==> src/rtl/lu_op_identifier_if.sv <==
// Bus bundle for lu_op_identifier: sample stream in, identification result out.
// master drives samples/control (bench or upstream), slave is the identifier.
interface lu_op_identifier_if #(
    parameter int CW = 8
);
    logic          start;
    logic          in_valid;
    logic          a;
    logic          b;
    logic          s_in;
    logic          ack;
    logic          in_ready;
    logic          done;
    logic          found;
    logic          ambiguous;
    logic          error;
    logic [1:0]    op;
    logic [3:0]    cand;
    logic [CW-1:0] count;
    logic [1:0]    state;

    modport master (
        output start, in_valid, a, b, s_in, ack,
        input  in_ready, done, found, ambiguous, error, op, cand, count, state
    );

    modport slave (
        input  start, in_valid, a, b, s_in, ack,
        output in_ready, done, found, ambiguous, error, op, cand, count, state
    );
endinterface

==> src/rtl/lu_op_identifier.sv <==
// Identifies which select code (NOR/OR/XOR/XNOR) of a 2-input logic unit produced
// an observed stream of (a, b, s_in) samples by narrowing a 4-bit candidate mask.
module lu_op_identifier #(
    parameter int MAX_SAMPLES = 8,
    parameter int CW          = 8
) (
    input  logic                    clk,
    input  logic                    rst,
    lu_op_identifier_if.slave       bus
);
    typedef enum logic [1:0] {
        S_IDLE    = 2'd0,
        S_COLLECT = 2'd1,
        S_DONE    = 2'd2
    } state_t;

    state_t        state_q, state_d;
    logic [3:0]    cand_q, cand_d;
    logic [CW-1:0] count_q, count_d;
    logic          found_q, found_d;
    logic          ambiguous_q, ambiguous_d;
    logic          error_q, error_d;
    logic [1:0]    op_q, op_d;

    logic [3:0]    match;
    logic [3:0]    cand_acc;
    logic [CW-1:0] count_acc;
    logic          accept;
    logic          single;
    logic [1:0]    single_idx;

    // Handshake: a sample transfers on a rising edge when in_valid && in_ready,
    // unless start is high in the same cycle (start discards that sample).
    assign accept    = (state_q == S_COLLECT) && bus.in_valid && !bus.start;
    assign cand_acc  = cand_q & match;
    assign count_acc = count_q + CW'(1);

    always_comb begin
        match[0] = (~(bus.a | bus.b)) == bus.s_in;
        match[1] = (bus.a | bus.b) == bus.s_in;
        match[2] = (bus.a ^ bus.b) == bus.s_in;
        match[3] = (~(bus.a ^ bus.b)) == bus.s_in;
    end

    always_comb begin
        single     = 1'b1;
        single_idx = 2'd0;
        case (cand_acc)
            4'b0001: single_idx = 2'd0;
            4'b0010: single_idx = 2'd1;
            4'b0100: single_idx = 2'd2;
            4'b1000: single_idx = 2'd3;
            default: single = 1'b0;
        endcase
    end

    // State register and result registers.
    always_ff @(posedge clk or posedge rst) begin
        if (rst) begin
            state_q     <= S_IDLE;
            cand_q      <= 4'b0000;
            count_q     <= '0;
            found_q     <= 1'b0;
            ambiguous_q <= 1'b0;
            error_q     <= 1'b0;
            op_q        <= 2'b00;
        end else begin
            state_q     <= state_d;
            cand_q      <= cand_d;
            count_q     <= count_d;
            found_q     <= found_d;
            ambiguous_q <= ambiguous_d;
            error_q     <= error_d;
            op_q        <= op_d;
        end
    end

    // Next-state and next-result logic; start overrides everything else.
    always_comb begin
        state_d     = state_q;
        cand_d      = cand_q;
        count_d     = count_q;
        found_d     = found_q;
        ambiguous_d = ambiguous_q;
        error_d     = error_q;
        op_d        = op_q;
        if (bus.start) begin
            state_d     = S_COLLECT;
            cand_d      = 4'b1111;
            count_d     = '0;
            found_d     = 1'b0;
            ambiguous_d = 1'b0;
            error_d     = 1'b0;
            op_d        = 2'b00;
        end else begin
            case (state_q)
                S_COLLECT: begin
                    if (accept) begin
                        cand_d  = cand_acc;
                        count_d = count_acc;
                        if (single) begin
                            state_d = S_DONE;
                            found_d = 1'b1;
                            op_d    = single_idx;
                        end else if (cand_acc == 4'b0000) begin
                            state_d = S_DONE;
                            error_d = 1'b1;
                        end else if (count_acc == CW'(MAX_SAMPLES)) begin
                            state_d     = S_DONE;
                            ambiguous_d = 1'b1;
                        end
                    end
                end
                S_DONE: begin
                    if (bus.ack) begin
                        state_d     = S_IDLE;
                        found_d     = 1'b0;
                        ambiguous_d = 1'b0;
                        error_d     = 1'b0;
                        op_d        = 2'b00;
                    end
                end
                default: ;
            endcase
        end
    end

    // Outputs are decoded purely from registers.
    always_comb begin
        bus.in_ready  = (state_q == S_COLLECT);
        bus.done      = (state_q == S_DONE);
        bus.found     = found_q;
        bus.ambiguous = ambiguous_q;
        bus.error     = error_q;
        bus.op        = op_q;
        bus.cand      = cand_q;
        bus.count     = count_q;
        bus.state     = state_q;
    end
endmodule

==> src/flat_wrapper.sv <==
// flat-port wrapper written by rule: the top's interface ports become plain ports
module lu_op_identifier_flat 
#(
    parameter int MAX_SAMPLES = 8,
    parameter int CW          = 8
)
  (clk, rst, bus_start, bus_in_valid, bus_a, bus_b, bus_s_in, bus_ack, bus_in_ready, bus_done, bus_found, bus_ambiguous, bus_error, bus_op, bus_cand, bus_count, bus_state);
  lu_op_identifier_if #(.CW(CW)) bus_i ();
  input  logic clk;
  input  logic rst;
  input wire logic [$bits(bus_i.start)-1:0] bus_start;
  input wire logic [$bits(bus_i.in_valid)-1:0] bus_in_valid;
  input wire logic [$bits(bus_i.a)-1:0] bus_a;
  input wire logic [$bits(bus_i.b)-1:0] bus_b;
  input wire logic [$bits(bus_i.s_in)-1:0] bus_s_in;
  input wire logic [$bits(bus_i.ack)-1:0] bus_ack;
  output wire logic [$bits(bus_i.in_ready)-1:0] bus_in_ready;
  output wire logic [$bits(bus_i.done)-1:0] bus_done;
  output wire logic [$bits(bus_i.found)-1:0] bus_found;
  output wire logic [$bits(bus_i.ambiguous)-1:0] bus_ambiguous;
  output wire logic [$bits(bus_i.error)-1:0] bus_error;
  output wire logic [$bits(bus_i.op)-1:0] bus_op;
  output wire logic [$bits(bus_i.cand)-1:0] bus_cand;
  output wire logic [$bits(bus_i.count)-1:0] bus_count;
  output wire logic [$bits(bus_i.state)-1:0] bus_state;
  assign bus_i.start = bus_start;
  assign bus_i.in_valid = bus_in_valid;
  assign bus_i.a = bus_a;
  assign bus_i.b = bus_b;
  assign bus_i.s_in = bus_s_in;
  assign bus_i.ack = bus_ack;
  assign bus_in_ready = bus_i.in_ready;
  assign bus_done = bus_i.done;
  assign bus_found = bus_i.found;
  assign bus_ambiguous = bus_i.ambiguous;
  assign bus_error = bus_i.error;
  assign bus_op = bus_i.op;
  assign bus_cand = bus_i.cand;
  assign bus_count = bus_i.count;
  assign bus_state = bus_i.state;
  lu_op_identifier #(.MAX_SAMPLES(MAX_SAMPLES), .CW(CW)) u_core (.clk(clk), .rst(rst), .bus(bus_i));
endmodule
==> config.mk <==
export PLATFORM = sky130hd
export DESIGN_NAME = lu_op_identifier_flat
export DESIGN_NICKNAME = d
export VERILOG_FILES = /design/src/rtl/lu_op_identifier_if.sv /design/src/rtl/lu_op_identifier.sv /design/src/flat_wrapper.sv
export SDC_FILE = /design/constraint.sdc
export NUM_CORES = 1
export LEC_CHECK = 0
export ABC_AREA = 1
export CAP_MARGIN = 10
export CORE_ASPECT_RATIO = 0.7
export CORE_MARGIN = 2
export CORE_UTILIZATION = 45
export DETAILED_ROUTE_END_ITERATION = 10
export GPL_TIMING_DRIVEN = 0
export PLACE_DENSITY = 0.74
export RECOVER_POWER = 25
export SETUP_SLACK_MARGIN = 0.1
export SYNTH_ARGS = -nofsm -noshare
export SYNTH_HDL_FRONTEND = slang
export SYNTH_SLANG_ARGS = --single-unit
==> constraint.sdc <==
create_clock -name clk -period 2.4 [get_ports clk]
set_input_delay 0.48 -clock clk [delete_from_list [all_inputs] [get_ports clk]]
set_output_delay 0.48 -clock clk [all_outputs]
set_load 0.02 [all_outputs]
==> results of run 1 <==
-- cells in the final DEF, fill, tap and decap left out, types with 4 or more instances in the layout --
cell type,count
inv_1,18
inv_2,7
o21ai_0,5
nand2_2,4
clkdlybuf4s50_1,27
nor2_1,10
nand2_1,56
nand3_1,16
dfrtp_1,19
-- area by class of cell --
| type | count | area (um2) | area share [%] |
|---|---|---|---|
| clock buffer | 4 | 45.0 | 2.80 |
| sequential | 19 | 475 | 29.5 |
| timing repair buffer | 28 | 280 | 17.4 |
| inverter | 27 | 101 | 6.29 |
| tap | 34 | 42.5 | 2.64 |
| multi-input combinational | 123 | 666 | 41.3 |
-- cells by family after synthesis --
logic type	share of synthesized area (%)
AND/OR/NAND/NOR	40.6
buffers and inverters	8.16
adder cells (fa/ha/maj)	3.02
AO/OA/AOI/OAI	9.26
flip-flops	38.3
XOR/XNOR	0.705
-- routing by layer --
layer  GRT usage [%]  wire (um)
met5               0          0
met4            6.12         34
met3            6.12        148
met2            29.6       1170
met1            25.9       1280
-- path summary, 6_finish.rpt --
path                                startpoint                   end  slack (ps)  depth (start not counted)
max reg2reg                u_core.bus.count[1]   u_core.bus.state[0]         750                         10
max                        u_core.bus.state[0]          bus_in_ready         340                          3
max in group asynchronous                  rst    u_core.bus.cand[3]        1140                          2
min                           u_core.bus.op[0]      u_core.bus.op[0]         480                          2
min reg2reg                   u_core.bus.op[0]      u_core.bus.op[0]         480                          2
min in group asynchronous                  rst  u_core.bus.ambiguous         780                          2
-- flip-flops by register name (all words and copies together), names as in the netlist --
signal / count
u_core.bus.found: 1
u_core.bus.ambiguous: 1
u_core.bus.op: 2
u_core.bus.state: 2
u_core.bus.cand: 4
u_core.bus.count: 8
u_core.bus.error: 1
-- cells in the mapped netlist --
cell type,number,area [um2]
nand2_2,4,25.0
a21boi_2,1,11.3
dfrtp_1,19,475
nand3_1,16,80.1
a22oi_1,1,7.51
ha_1,3,37.5
o21ai_1,2,10.0
nand2_4,3,33.8
o22ai_1,2,12.5
o21ai_0,5,25.0
o21ai_2,2,17.5
nand4_1,3,18.8
nor2_1,10,37.5
a21oi_2,1,8.76
inv_2,7,26.3
nand3_4,1,17.5
nor3_1,1,5.00
xor2_1,1,8.76
inv_1,18,67.6
nor2_4,3,33.8
nand3_2,3,30.0
nand2_1,56,210
nor2_2,2,12.5
clkinv_1,2,7.51
o31ai_2,1,12.5
a21oi_1,2,10.0
-- stage by stage --
stage               instance area, um2  cells  worst slack (ps)
finish                            1610    235               335
global route                      1610    235               236
CTS                               1610    235               327
detailed placement                1570    231               106
global placement                  1570    231               191
floorplan                         1240    169               722
-- power by group through the flow --
stage | registers, W | logic (W) | clock network (W)
floorplan | 0.000475 | 0.000241 | 0
global placement | 0.000415 | 0.000469 | 0
detailed placement | 0.000418 | 0.000478 | 0
CTS | 0.000412 | 0.000480 | 0.000232
global route | 0.000418 | 0.000522 | 0.000256
finish | 0.000411 | 0.000474 | 0.000227
-- critical path: stages (launching register included) --
cell             delay (ps)
dfrtp_1                 450
inv_2                    70
nor2_4                  180
clkdlybuf4s50_1         640
==> impl_metrics.env, run 1 <==
export IMPL_crit_fanout=5
export IMPL_pwr_share_seq_pct=37.0
export IMPL_ctsResizeCount=0
export IMPL_cts_tree="yes"
export IMPL_combPwrFrac_pct=42.6
export IMPL_switching_share_pct=38.8
export IMPL_slew_headroom_pct=50.1
export IMPL_grt_usage_pct=19.1
export IMPL_root_buffer="clkbuf_8"
export IMPL_cts_inserted_buffers=3
export IMPL_drt_vias_per_instance=4.99
export IMPL_grt_pass1_vias=1025
export IMPL_critPathArrivalTime_ps=1580
export IMPL_n_antenna_cell=0
export IMPL_power_share_clock_pct=20.4
export IMPL_p_int_w=0.000681
export IMPL_clock_latency_ps=260
export IMPL_min_period_over_period_pct=86.0
export IMPL_start_util_pct=49.0
export IMPL_tightest_slew_ps=748
export IMPL_core_area_um2=2530
export IMPL_synth_cell_types=26
export IMPL_clockBufferDepth=2
export IMPL_area_delta_synth_final_pct=29.6
export IMPL_vias=1173
export IMPL_finalSetupTns_ps=0
export IMPL_num_io_pins=29
export IMPL_drt_iter0_markers=109
export IMPL_outcome="completed"
export IMPL_synth_seq_cells=19
export IMPL_hold_class="reg -> reg"
export IMPL_leakage_nw=0.796
export IMPL_hold_viol=0
export IMPL_setup_viol=0
export IMPL_fillCellCount=232
export IMPL_final_max_slew_viol_count=0
export IMPL_synth_area_per_cell_um2=7.35
export IMPL_p_sw_w=0.000431
export IMPL_antenna_found_initial=0
export IMPL_drt_first_pass_iters=4
export IMPL_start_kind="flop"
export IMPL_ys_seq_area_share_pct=38.3
export IMPL_clock_skew_ps=6.47
export IMPL_wl_um=2630
export IMPL_path_class="reg -> out"
export IMPL_final_util_pct=63.6
export IMPL_post_drt_wl_per_cell_um=11.2
export IMPL_cts_hold_buf=0
export IMPL_finalPower_w=0.00111
export IMPL_dp_hpwl_um=2070
export IMPL_die_area_um2=3200
export IMPL_crit_path_end_kind="primary output"
export IMPL_rsz0062_at_grt="no"
export IMPL_cts_sinks=19
export IMPL_rows=15
export IMPL_die_x_um=66.8
export IMPL_grt_max_degree=20
export IMPL_synth_cells=169
export IMPL_post_cts_setup_buffers=0
export IMPL_hold_slack_ps=481
export IMPL_cts_clk_slew_worst_paths_ps=70
export IMPL_grt_pass1_wl_um=4470
export IMPL_powerDensity_nw_per_um2=691
export IMPL_syn_area_um2=1240
export IMPL_drive_gt1_share_pct=15.4
export IMPL_max_freq_mhz=484
export IMPL_drc_errors=0
export IMPL_grt_ovfl_total=0
export IMPL_synth_net_count=180
export IMPL_drv_cap=0
export IMPL_cp_data_required_time_ps=1920
export IMPL_cts_htree_levels=1
export IMPL_period_minus_slack_ps=2060
export IMPL_postRouteAntennaNets=0
export IMPL_peakVddDrop_v=0.000319
export IMPL_die_y_um=48.0
export IMPL_ys_warn_count=0
export IMPL_final_nets=213
export IMPL_gp_congestion=0.858
export IMPL_numPortBuffers=28
Power figures use the tool's default switching activity.
==> inputs of run 2 (changes only) <==
--- a/config.mk
+++ b/config.mk
@@ -15,6 +15,7 @@
 export PLACE_DENSITY = 0.74
 export RECOVER_POWER = 25
 export SETUP_SLACK_MARGIN = 0.1
+export SLEW_MARGIN = 20
 export SYNTH_ARGS = -nofsm -noshare
 export SYNTH_HDL_FRONTEND = slang
 export SYNTH_SLANG_ARGS = --single-unit
==> results of run 2 <==
Final layout, timing and power as in run 1 (identical DEF).
